File: src/rtl/frame_config_sequencer_if.sv
// -----------------------------------------------------------------------------
// frame_config_sequencer_if
// Bitstream word stream carried from the configuration controller into the
// column sequencer.
//   s_data  : 32-bit bitstream word
//   s_valid : s_data valid
//   s_ready : sequencer accepts word (transfer = s_valid & s_ready)
// master : word source (drives s_data/s_valid, observes s_ready)
// slave  : the sequencer (observes s_data/s_valid, drives s_ready)
// -----------------------------------------------------------------------------
interface frame_config_sequencer_if;
   logic [31:0] s_data;
   logic        s_valid;
   logic        s_ready;

   modport master (output s_data, output s_valid, input s_ready);
   modport slave  (input s_data, input s_valid, output s_ready);
endinterface

File: src/rtl/frame_config_sequencer.sv
// -----------------------------------------------------------------------------
// frame_config_sequencer
// Converts a bitstream word stream into the FrameData / FrameStrobe config bus
// of one fabric column. Hunts for SyncWord, decodes frame headers
// (idx = bits[4:0], cnt = bits[15:8]) and writes cnt data words into
// consecutive frames starting at idx, each followed by a one-hot strobe.
// Ports:
//   CLK            : configuration clock, rising edge
//   resetn         : synchronous active-low reset
//   bs             : bitstream stream (slave modport: s_data/s_valid/s_ready)
//   FrameData      : registered frame data to the tiles
//   FrameStrobe    : one-hot frame write strobe, one-cycle pulse
//   busy           : session in progress (state != HUNT)
//   err            : sticky error (bad header index or frame overrun)
//   frames_written : saturating count of strobes issued
// -----------------------------------------------------------------------------
module frame_config_sequencer #(
   parameter int          FrameBitsPerRow = 32,
   parameter int          MaxFramesPerCol = 20,
   parameter logic [31:0] SyncWord        = 32'hFAB0_FAB1
) (
   input  logic                       CLK,
   input  logic                       resetn,
   frame_config_sequencer_if.slave    bs,
   output logic [FrameBitsPerRow-1:0] FrameData,
   output logic [MaxFramesPerCol-1:0] FrameStrobe,
   output logic                       busy,
   output logic                       err,
   output logic [15:0]                frames_written
);

   localparam logic [1:0] ST_HUNT   = 2'd0;
   localparam logic [1:0] ST_HEADER = 2'd1;
   localparam logic [1:0] ST_DATA   = 2'd2;
   localparam logic [1:0] ST_STROBE = 2'd3;

   localparam logic [4:0] LAST_PTR = 5'(MaxFramesPerCol - 1);
   localparam logic [MaxFramesPerCol-1:0] ONE_HOT0 = {{(MaxFramesPerCol-1){1'b0}}, 1'b1};

   logic [1:0]                 state_q, state_d;
   logic [4:0]                 ptr_q, ptr_d;
   logic [7:0]                 cnt_q, cnt_d;
   logic                       err_q, err_d;
   logic [FrameBitsPerRow-1:0] data_q, data_d;
   logic [MaxFramesPerCol-1:0] strobe_q, strobe_d;
   logic [15:0]                fw_q, fw_d;
   logic                       ready_q, ready_d;

   logic       xfer;
   logic [4:0] hdr_idx;
   logic [7:0] hdr_cnt;

   assign xfer    = bs.s_valid & ready_q;
   assign hdr_idx = bs.s_data[4:0];
   assign hdr_cnt = bs.s_data[15:8];

   always_comb begin
      state_d  = state_q;
      ptr_d    = ptr_q;
      cnt_d    = cnt_q;
      err_d    = err_q;
      data_d   = data_q;
      fw_d     = fw_q;
      strobe_d = '0;
      case (state_q)
         ST_HUNT: begin
            if (xfer && (bs.s_data == SyncWord)) begin
               state_d = ST_HEADER;
               err_d   = 1'b0;
            end
         end
         ST_HEADER: begin
            if (xfer) begin
               if (hdr_cnt == 8'd0) begin
                  // Zero-length header means we lost framing: resync quietly.
                  state_d = ST_HUNT;
               end else if (hdr_idx > LAST_PTR) begin
                  err_d   = 1'b1;
                  state_d = ST_HUNT;
               end else begin
                  ptr_d   = hdr_idx;
                  cnt_d   = hdr_cnt;
                  state_d = ST_DATA;
               end
            end
         end
         ST_DATA: begin
            if (xfer) begin
               data_d  = bs.s_data;
               state_d = ST_STROBE;
            end
         end
         default: begin
            // Strobe is registered out of this state, so it fires one cycle
            // after FrameData was loaded and while it is still stable.
            strobe_d = ONE_HOT0 << ptr_q;
            if (fw_q != 16'hFFFF) fw_d = fw_q + 16'd1;
            cnt_d = cnt_q - 8'd1;
            if (cnt_q == 8'd1) begin
               state_d = ST_HEADER;
            end else if (ptr_q == LAST_PTR) begin
               // Column overrun: no wrap-around into frame 0.
               err_d   = 1'b1;
               state_d = ST_HUNT;
            end else begin
               ptr_d   = ptr_q + 5'd1;
               state_d = ST_DATA;
            end
         end
      endcase
      // Ready is registered from the next state so it is glitch-free and
      // already low for the whole strobe cycle.
      ready_d = (state_d != ST_STROBE);
   end

   always_ff @(posedge CLK) begin
      if (!resetn) begin
         state_q  <= ST_HUNT;
         ptr_q    <= '0;
         cnt_q    <= '0;
         err_q    <= 1'b0;
         data_q   <= '0;
         strobe_q <= '0;
         fw_q     <= '0;
         ready_q  <= 1'b0;
      end else begin
         state_q  <= state_d;
         ptr_q    <= ptr_d;
         cnt_q    <= cnt_d;
         err_q    <= err_d;
         data_q   <= data_d;
         strobe_q <= strobe_d;
         fw_q     <= fw_d;
         ready_q  <= ready_d;
      end
   end

   assign bs.s_ready     = ready_q;
   assign FrameData      = data_q;
   assign FrameStrobe    = strobe_q;
   assign busy           = (state_q != ST_HUNT);
   assign err            = err_q;
   assign frames_written = fw_q;

endmodule

File: src/flat_wrapper.sv
// flat-port wrapper written by rule: the top's interface ports become plain ports
module frame_config_sequencer_flat 
#(
   parameter int          FrameBitsPerRow = 32,
   parameter int          MaxFramesPerCol = 20,
   parameter logic [31:0] SyncWord        = 32'hFAB0_FAB1
)
  (CLK, resetn, FrameData, FrameStrobe, busy, err, frames_written, bs_s_data, bs_s_valid, bs_s_ready);
  frame_config_sequencer_if bs_i ();
  input  logic CLK;
  input  logic resetn;
  output logic [FrameBitsPerRow-1:0] FrameData;
  output logic [MaxFramesPerCol-1:0] FrameStrobe;
  output logic busy;
  output logic err;
  output logic [15:0] frames_written;
  input wire logic [$bits(bs_i.s_data)-1:0] bs_s_data;
  input wire logic [$bits(bs_i.s_valid)-1:0] bs_s_valid;
  output wire logic [$bits(bs_i.s_ready)-1:0] bs_s_ready;
  assign bs_i.s_data = bs_s_data;
  assign bs_i.s_valid = bs_s_valid;
  assign bs_s_ready = bs_i.s_ready;
  frame_config_sequencer #(.FrameBitsPerRow(FrameBitsPerRow), .MaxFramesPerCol(MaxFramesPerCol), .SyncWord(SyncWord)) u_core (.CLK(CLK), .resetn(resetn), .bs(bs_i), .FrameData(FrameData), .FrameStrobe(FrameStrobe), .busy(busy), .err(err), .frames_written(frames_written));
endmodule
File: config.mk
export PLATFORM = sky130hd
export DESIGN_NAME = frame_config_sequencer_flat
export DESIGN_NICKNAME = d
export VERILOG_FILES = /design/src/rtl/frame_config_sequencer_if.sv /design/src/rtl/frame_config_sequencer.sv /design/src/flat_wrapper.sv
export SDC_FILE = /design/constraint.sdc
export NUM_CORES = 1
export LEC_CHECK = 0
export ABC_AREA = 0
export BUFFER_PORTS_ARGS = -buffer_cell sky130_fd_sc_hd__buf_2
export CAP_MARGIN = 20
export CORE_MARGIN = 4
export CORE_UTILIZATION = 52
export DETAILED_ROUTE_END_ITERATION = 16
export PLACE_DENSITY = 0.8
export SLEW_MARGIN = 25
export SYNTH_ARGS = -nofsm -noshare
export SYNTH_HDL_FRONTEND = slang
export SYNTH_SLANG_ARGS = --single-unit
export TNS_END_PERCENT = 30
File: constraint.sdc
create_clock -name CLK -period 2.7 [get_ports CLK]
set_clock_uncertainty 0.15 [all_clocks]
set_input_delay 0.405 -clock CLK [delete_from_list [all_inputs] [get_ports CLK]]
set_output_delay 0.405 -clock CLK [all_outputs]
set_load 0.005 [all_outputs]
Yosys cells after proc, flatten, opt, wreduce, memory -nomap -nowiden:

Cells that the tools add are included.

* $add $sub $neg: 3
* multiply operators: 0
* divide/modulo/power cells: 0
* order comparisons: 1
* equality and inequality tests: 15
* shift operators: 1
* mux-type cells: 25
* bitwise operators: 5
* reductions and logical operators: 13

Operator list (number)
* == test 32 bit, second input constant: 1
* two-way mux 5 bit: 5
* two-way mux 8 bit: 3
* left shift 1 x 5 -> 20 bit, first input constant: 1
* adder 16 x 1 -> 16 bit, second input constant: 1
* inequality test 16 bit, second input constant: 1
* case mux 8 bit (2 select lines): 1
* two-way mux 2 bit: 7
* inequality test 2 bit, second input constant: 5
* case mux 5 bit (2 select lines): 1
* == test 8 x 1 -> 1 bit, second input constant: 1
* zero test 8 bit: 1
* subtractor 8 x 1 -> 8 bit, second input constant: 1
* AND reduction 7 bit: 1
* two-way mux 1 bit: 6
* inequality test 2 x 1 -> 1 bit, second input constant: 3
* case mux 2 bit (3 select lines): 1
* AND reduction 6 bit: 1
* adder 5 x 1 -> 5 bit, second input constant: 1
* == test 5 bit, second input constant: 1
* > comparator 5 bit, second input constant: 1
* inverter 1 bit: 4
* AND reduction 2 bit: 2
* AND reduction 4 bit: 1
* 12 further kinds: 12

* flip-flop bits (word level): 85
* latch bits: 0
* RAM bits: 0
* ROM bits: 0
* input port bits: 35
* word-level logic and storage cells: 71
* memories kept: 0

Depth between registers and ports, before layout:

Gate-level depths: netlist (run 1).

* depth in word-level cells: 6
* gate-level depth with buffers: 9
* gate-level depth less buffers: 7

Worst setup path after synthesis (run 1):

OpenSTA, ideal clock, no wires.

* path type: flip-flop to flip-flop
* start: reg u_core.state_q[0]
* end: reg u_core.ptr_q[3]
* data arrival time: 1.575 ns
* data required time: 2.434 ns
* path slack: 0.858 ns
* cell stages (with the launch flop): 9
* clock period less this slack: 1.842 ns
* path through: dfxtp_1 -> inv_1 -> ha_1 -> nor2_1 -> o21ai_0 -> o21ba_2 -> buf_2 -> a21oi_1 -> a31o_2

* longest elaborated chain between the ends: 4
* elaborated cells between the ends (all ways): 12

RTL lines
* start: declaration: RTL line frame_config_sequencer.sv:40 `logic [1:0] state_q, state_d;`
* start signal: assignment: RTL line frame_config_sequencer.sv:127 `state_q <= state_d;`
* == test 2 bit / zero test 2 bit (equally long branches): RTL line frame_config_sequencer.sv:65 `case (state_q)`
* OR reduction 2 bit (no source line)
* inverter 1 bit (no source line)
* AND reduction 6 bit (no source line)
* end signal: assignment: RTL line frame_config_sequencer.sv:128 `ptr_q <= ptr_d;`
* end: declaration: RTL line frame_config_sequencer.sv:41 `logic [4:0] ptr_q, ptr_d;`

Parallel ways exist; a longest one is shown, timed or not.
A chain may end at the register's enable or synchronous reset.

Worst setup path after layout (run 1):

* start: reg u_core.state_q[1]
* end: reg u_core.ptr_q[1]

The elaborated chain is that of the path after synthesis.

==> results by group, run 1 <==
Detailed routing
  • DRC: 0
  • First DRT Iteration DRCs: 182
  • DR pass1 iterations: 5
  • Wirelength per Cell: 14.6 um
  • Vias: 3604
  • Post-route ant nets: 0
  • Post-Route WL: 9540 um
  • Vias per cell: 5.50

Synthesis
  • Syn Inst Count: 456
  • Largest area contributor in the netlist: dfxtp_1
  • Synth top area cells: dfxtp_1 (45%), nand2_1 (9.9%), a21oi_1 (6.5%), ha_1 (4.3%), nor2_1 (3.4%)
  • Ys Warns: 0
  • Post-synth top flop: dfxtp_1
  • Post-synth EDFFs: 0
  • Yosys top cell area share: 0.452
  • Syn_nets: 504
  • Syn Area/Cell: 8.26 um^2
  • FFs w/ async S/R, synth: 0
  • Part of the Yosys area used for sequential elements: 0.452
  • Seq cells post-synth: 85
  • Synth unique cells: 58
  • Post-Syn Area: 3770 um^2

Floorplan
  • Die width: 93.1 um
  • Core area: 6910 um^2
  • IO Count: 106
  • Effective utilization at floorplan: 0.545
  • Die height: 93.1 um
  • Cell Rows: 30
  • Die Area: 8670 um^2

CTS
  • Clk Latency, worst-skew pair: 360 ps
  • Clk Tree Root Cell: clkbuf_8
  • Bufs on Longest Clock Path: 2
  • H-tree levels: 3
  • CTS Sinks: 85
  • Hold Buf Count CTS: 0
  • Clock-pin slew on the worst setup and hold paths: 90 ps
  • CTS tree: done
  • # Post-CTS Setup Buffers: 0
  • CTS buffer count: 9
  • Number of gates resized after cts: 0

Power and ir drop
  • Power Density: 622 nW/um^2
  • Static Leak: 1.95 nW
  • Worst IR Drop VDD: 0.405 mV

Hold path
  • Class of the worst hold path: input port to flip-flop

STA
  • Fmax: 450 MHz
  • RSZ-0062 raised after global routing: false
  • Worst-Margin Slew: 910 ps
  • Relative slew margins: 0.392
  • Tcrit/Tclk final: 0.823
  • Final Hold Fails: 0
  • Final-report max-slew violation count: 0
  • Setup TNS: 0 ps
  • Final hold slack: 130 ps
  • Setup violations, final: 0
  • Min Tclk post-route: 2220 ps

Critical path
  • Worst-path maximum fanout: 22
  • Crit path launch type: flip-flop
  • CP max stage delay: 510 ps
  • Worst Path Required: 2760 ps
  • Worst Path Arrival: 2280 ps
  • Critical path type: flip-flop to flip-flop
  • Critical-path top delay cell: a2111oi_0
  • Setup crit end kind: flip-flop
  • Crit path cell chain: inv_1 > ha_1 > buf_4 > nand2_1 > o21ai_0 > o21bai_1 > a2111oi_0 > a211oi_1

Finish
  • Sequential cell area: 1700 um^2
  • Area Growth Syn to Fin: 21.2%
  • Final net count: 603
  • Multi-input gate area: 1920 um^2
  • Cell area after layout: 4570 um^2
  • Antenna Cells: 0
  • Share of post-route cells with drive strength above 1: 0.252
  • # fillers: 617

GRT
  • Total GRT Usage: 0.219
  • Vias in the first global route: 3328
  • Grt ovf: 0
  • Largest net degree at the start of global routing: 33
  • Initial antenna violation count: 0
  • First-pass GRT wire length: 15400 um

Status
  • Status: finished clean

Run
  • Maximum capacitance violations: 0

Place
  • Dpl hpwl: 6950 um
  • Gp weighted congestion: 0.887
  • Post-DP Area: 4370 um^2
  • IO Port Bufs: 105
-- report_power, final --
group / internal [W] / total (W) / switching (W)
clock: 0.000430 / 0.000911 / 0.000481
combinational: 0.000239 / 0.000568 / 0.000329
sequential: 0.00131 / 0.00136 / 0.0000527
total: 0.00198 / 0.00284 / 0.000862
-- per-layer routing --
| layer | GRT usage | vias up | wire (um) |
|---|---|---|---|
| met4 | 0.0562 | 0 | 108 |
| met2 | 0.366 | 111 | 4700 |
| met1 | 0.278 | 1700 | 4130 |
| li1 | - | 1781 | - |
| met5 | 0 | - | 0 |
| met3 | 0.0619 | 12 | 600 |
-- through the flow --
stage	total power, W	utilization	worst slack [ps]	std cells
floorplan	0.00178	-	858	456
global placement	0.00193	0.633	584	640
detailed placement	0.00195	0.633	513	640
CTS	0.00284	0.661	510	655
global route	0.00298	0.661	366	655
finish	0.00284	0.661	478	655
-- final timing paths --
path	from	endpoint	slack, ps	cells past startpoint
min reg2reg	u_core.FrameData[17]	u_core.FrameData[17]	300	2
max	u_core.state_q[1]	u_core.ptr_q[1]	480	8
max reg2reg	u_core.state_q[1]	u_core.ptr_q[1]	480	8
min	bs_s_data[29]	u_core.FrameData[29]	130	3
-- placed cells by master, fill, tap and decap left out, types with 2 or more instances in the layout --
| cell | netlist | routed |
|---|---|---|
| a31o_2 | 3 | 3 |
| mux2i_1 | 2 | 2 |
| a211oi_1 | 2 | 2 |
| clkinvlp_4 | 0 | 2 |
| ha_1 | 13 | 13 |
| clkbuf_8 | 0 | 9 |
| nor2b_1 | 3 | 3 |
| and2_1 | 6 | 6 |
| buf_2 | 6 | 105 |
| nand2_1 | 99 | 99 |
| o21a_1 | 5 | 5 |
| xnor2_1 | 7 | 7 |
| o31ai_1 | 3 | 3 |
| and4_1 | 2 | 2 |
| nand4b_1 | 5 | 5 |
| nor3_1 | 13 | 13 |
| o21ai_0 | 13 | 13 |
| a21oi_1 | 49 | 49 |
| nand3_1 | 13 | 13 |
| o41ai_1 | 2 | 2 |
| nand4_2 | 2 | 2 |
| o32ai_1 | 2 | 2 |
| o21ai_1 | 2 | 2 |
| buf_4 | 0 | 8 |
| nor4_1 | 4 | 4 |
| dfxtp_1 | 85 | 85 |
| and3_1 | 12 | 12 |
| nand4_1 | 5 | 5 |
| inv_1 | 12 | 12 |
| nor2_1 | 34 | 34 |
| or3_1 | 4 | 4 |
| nand2b_1 | 2 | 2 |
| inv_6 | 0 | 2 |
-- cell usage after synthesis (all sizes together), types with 7 or more instances --
library cell / n
ha: 13
and3: 12
o21ai: 15
nor3: 14
nand4: 7
a21oi: 49
dfxtp: 85
buf: 8
xnor2: 7
nand3: 13
nor2: 34
nand2: 100
inv: 12
clkbuf: 17
-- kinds of logic (layout without fill, tap and decap cells) --
group | count (synthesis) | after routing | share of synthesized area
buffers and inverters | 38 | 141 | 0.0399
AOI/OAI and AO/OA | 97 | 97 | 0.167
adders and majority gates | 13 | 13 | 0.0432
and+or+nand+nor | 213 | 213 | 0.274
xor gates and xnor gates | 8 | 8 | 0.0186
muxes | 2 | 2 | 0.00531
DFF | 85 | 85 | 0.452
-- registers in the layout (all words and copies together) (netlist names) --
name                   cells
u_core.FrameData          32
u_core.FrameStrobe        20
u_core.cnt_q               8
u_core.frames_written     16
u_core.bs.s_ready          1
u_core.state_q             2
u_core.err                 1
u_core.ptr_q               5
-- cell type report --
type,count,share of cell area
multi-input combinational,333,0.419
sequential,85,0.373
timing repair buffer,113,0.128
clock buffer,9,0.0271
tap,96,0.0263
clock inverter,6,0.0156
inverter,13,0.0107
-- critical path, delay by kind of cell, from the launching register on --
family                     cells  cell delay (ps)
AOI/OAI and AO/OA              4              940
DFF                            1              360
and+or+nand+nor                1              110
adders and majority gates      1              220
buffers and inverters          2              290
(Power assumes the default switching activity.)
==> inputs of run 2 (changes only) <==
--- a/config.mk
+++ b/config.mk
@@ -9,9 +9,9 @@
 export BUFFER_PORTS_ARGS = -buffer_cell sky130_fd_sc_hd__buf_2
 export CAP_MARGIN = 20
 export CORE_MARGIN = 4
-export CORE_UTILIZATION = 52
+export CORE_UTILIZATION = 47
 export DETAILED_ROUTE_END_ITERATION = 16
-export PLACE_DENSITY = 0.8
+export PLACE_DENSITY = 0.76
 export SLEW_MARGIN = 25
 export SYNTH_ARGS = -nofsm -noshare
 export SYNTH_HDL_FRONTEND = slang
==> constraint.sdc (replaced) <==
create_clock -name CLK -period 1.94 [get_ports CLK]
set_clock_uncertainty 0.15 [all_clocks]
set_input_delay 0.291 -clock CLK [delete_from_list [all_inputs] [get_ports CLK]]
set_output_delay 0.291 -clock CLK [all_outputs]
set_load 0.005 [all_outputs]
==> run 2 against run 1 <==
  * Design area is 7.8% higher
  * First-iteration DRC count decreased by 21%
  * Sequential power is 39% higher
  * Largest cell class unchanged
  * Die area is 9.7% higher
  * Cell count is 6.3% higher
  * Clock-buffer cell count rose by 2
  * Critical path depth unchanged
  * Flip-flop and latch count did not move
  * Setup slack lost 440 ps
==> results by group, run 2 (synthesis results as in run 1) <==
STA
  • Final-report max-slew violation count: 0 (unchanged)
  • Setup violations, final: 0 (unchanged)
  • Min Tclk post-route: 1900 ps (was 2220 ps)
  • Setup TNS: 0 ps (unchanged)
  • Setup slack after layout: 41.3 ps (was 478 ps)
  • Tcrit/Tclk final: 0.979 (was 0.823)
  • RSZ-0062 raised after global routing: true (was false)
  • Fmax: 527 MHz (was 450 MHz)
  • Relative slew margins: 0.690 (was 0.392)
  • Worst-Margin Slew: 463 ps (was 910 ps)
  • Final Hold Fails: 0 (unchanged)
  • Final hold slack: 20.6 ps (was 130 ps)

Finish
  • Area Growth Syn to Fin: 30.7% (was 21.2%)
  • Commonest cells after routing, fill and taps aside: buf_2 (105), nand2_1 (99), dfxtp_1 (82), a21oi_1 (49), buf_4 (39) (was buf_2 (105), nand2_1 (99), dfxtp_1 (85), a21oi_1 (49), nor2_1 (34))
  • Cell area after layout: 4920 um^2 (was 4570 um^2)
  • Non-Filler Instances: 696 (was 655)
  • Most common cell after layout, fill and taps aside: buf_2 (unchanged)
  • Antenna Cells: 0 (unchanged)
  • Share of post-route cells with drive strength above 1: 0.305 (was 0.252)
  • Final net count: 637 (was 603)
  • Max reg flops: 32 (unchanged)

Critical path
  • Critical-path top delay cell: dfxtp_2 (was a2111oi_0)
  • Worst Path Arrival: 1970 ps (was 2280 ps)
  • Crit path cell chain: inv_1 > ha_1 > nor2_2 > o21ai_0 > o21bai_1 > buf_4 > a2111oi_4 > a211oi_1 (was inv_1 > ha_1 > buf_4 > nand2_1 > o21ai_0 > o21bai_1 > a2111oi_0 > a211oi_1)
  • Worst-path maximum fanout: 6 (was 22)
  • Setup crit end kind: flip-flop (unchanged)
  • Worst Path Required: 2010 ps (was 2760 ps)
  • Crit path launch type: flip-flop (unchanged)
  • Critical path type: flip-flop to flip-flop (unchanged)
  • Critical path's top delay family: compound AO/OA/AOI/OAI gates (unchanged)
  • Crit path buffers/inverters: 2 (unchanged)
  • CP max stage delay: 360 ps (was 510 ps)

Floorplan
  • Die height: 97.5 um (was 93.1 um)
  • Core area: 7770 um^2 (was 6910 um^2)
  • Die Area: 9510 um^2 (was 8670 um^2)
  • IO Count: 106 (unchanged)
  • Effective utilization at floorplan: 0.485 (was 0.545)
  • Cell Rows: 32 (was 30)
  • Die width: 97.5 um (was 93.1 um)

Place
  • Dpl hpwl: 7510 um (was 6950 um)
  • Post-DP Area: 4650 um^2 (was 4370 um^2)
  • DP Worst Slack: -128 ps (was 513 ps)
  • Gp weighted congestion: 0.873 (was 0.887)
  • IO Port Bufs: 105 (unchanged)
  • Inst Count DP: 679 (was 640)

Hold path
  • Class of the worst hold path: input port to flip-flop (unchanged)

GRT
  • Total GRT Usage: 0.210 (was 0.219)
  • Initial antenna violation count: 0 (unchanged)
  • Largest net degree at the start of global routing: 33 (unchanged)
  • Grt ovf: 0 (unchanged)
  • First-pass GRT wire length: 16600 um (was 15400 um)
  • Vias in the first global route: 3517 (was 3328)

Run
  • Maximum capacitance violations: 0 (unchanged)

Status
  • Status: finished clean (unchanged)

Detailed routing
  • Wirelength per Cell: 14.5 um (was 14.6 um)
  • DRC: 0 (unchanged)
  • DR pass1 iterations: 5 (unchanged)
  • Post-Route WL: 10100 um (was 9540 um)
  • First DRT Iteration DRCs: 144 (was 182)
  • Vias: 3717 (was 3604)
  • Vias per cell: 5.34 (was 5.50)
  • Post-route ant nets: 0 (unchanged)

CTS
  • CTS buffer count: 9 (unchanged)
  • Clk Latency, worst-skew pair: 360 ps (about the same)
  • Clk Tree Root Cell: clkbuf_8 (unchanged)
  • Bufs on Longest Clock Path: 2 (unchanged)
  • H-tree levels: 3 (unchanged)
  • Clock-pin slew on the worst setup and hold paths: 90 ps (about the same)
  • CTS Sinks: 85 (unchanged)
  • CTS tree: done (unchanged)

Power and ir drop
  • Worst IR Drop VDD: 0.495 mV (was 0.405 mV)
  • Static Leak: 2.15 nW (was 1.95 nW)
  • Power Density: 847 nW/um^2 (was 622 nW/um^2)
-- run 2: cell types whose count changed in the layout (fill, tap and decap cells not counted), sizes merged --
cell | previous run | this run
clkbuf | 9 | 11
inv | 14 | 13
buf | 113 | 147
bufinv | 1 | 2
clkinv | 2 | 1
-- run 2: worst paths after layout --
path | endpoint | slack [ps] | start | cells past startpoint
hold reg to reg | u_core.FrameData[8] | 310 | u_core.FrameData[8] | 2
setup / recovery | u_core.ptr_q[1] | 40 | u_core.state_q[0] | 8
hold / removal | u_core.FrameData[7] | 20 | bs_s_data[7] | 3
setup reg to reg | u_core.ptr_q[1] | 40 | u_core.state_q[0] | 8
-- run 2: worst reg2reg max path, delay by kind of cell, from the launching register on --
kind | cells | cell delay, ps
adder cells (fa/ha/maj) | 1 | 220
AO/OA/AOI/OAI | 4 | 700
AND/OR/NAND/NOR | 1 | 120
flip-flops | 1 | 360
buffers and inverters | 2 | 230
-- run 2: final cells by class --
type	instances	area, um^2
well taps	102	128
flip-flops and latches	85	1710
clock buffers	11	131
multi-input cells	333	1960
repair buffers	147	870
clock inverters	5	83.8
inverters	13	48.8
fillers	687	2850
-- run 2: through the flow --
step	util	power, W
2_1_floorplan	-	0.00248
3_3_place_gp	0.599	0.00276
3_5_place_dp	0.599	0.00278
4_1_cts	0.628	0.00415
5_1_grt	0.634	0.00438
6_report	0.634	0.00417
-- run 2: layer usage --
metal / track usage / vias to the layer above / part of all wire / routed length [um]
met4: 0.0777 / 0 / 0.019 / 189
met1: 0.265 / 1738 / 0.44 / 4480
met3: 0.0589 / 18 / 0.057 / 574
met5: 0 / - / 0 / 0
met2: 0.341 / 113 / 0.48 / 4830
li1: - / 1848 / - / -
-- run 2: timing repair --
item,in CTS,in global routing
gates resized for setup,3,10
setup endpoints to repair,1,28
setup buffers,0,1
pin swaps,0,3
hold buffers,0,0
-- run 2: where the power goes --
part           internal (W)  total, W  switching [W]  leakage, nW
Clock              0.000731   0.00137       0.000643        0.100
Sequential          0.00182   0.00189      0.0000702        0.687
Combinational      0.000400  0.000905       0.000505         1.36
Total               0.00295   0.00417        0.00122         2.15
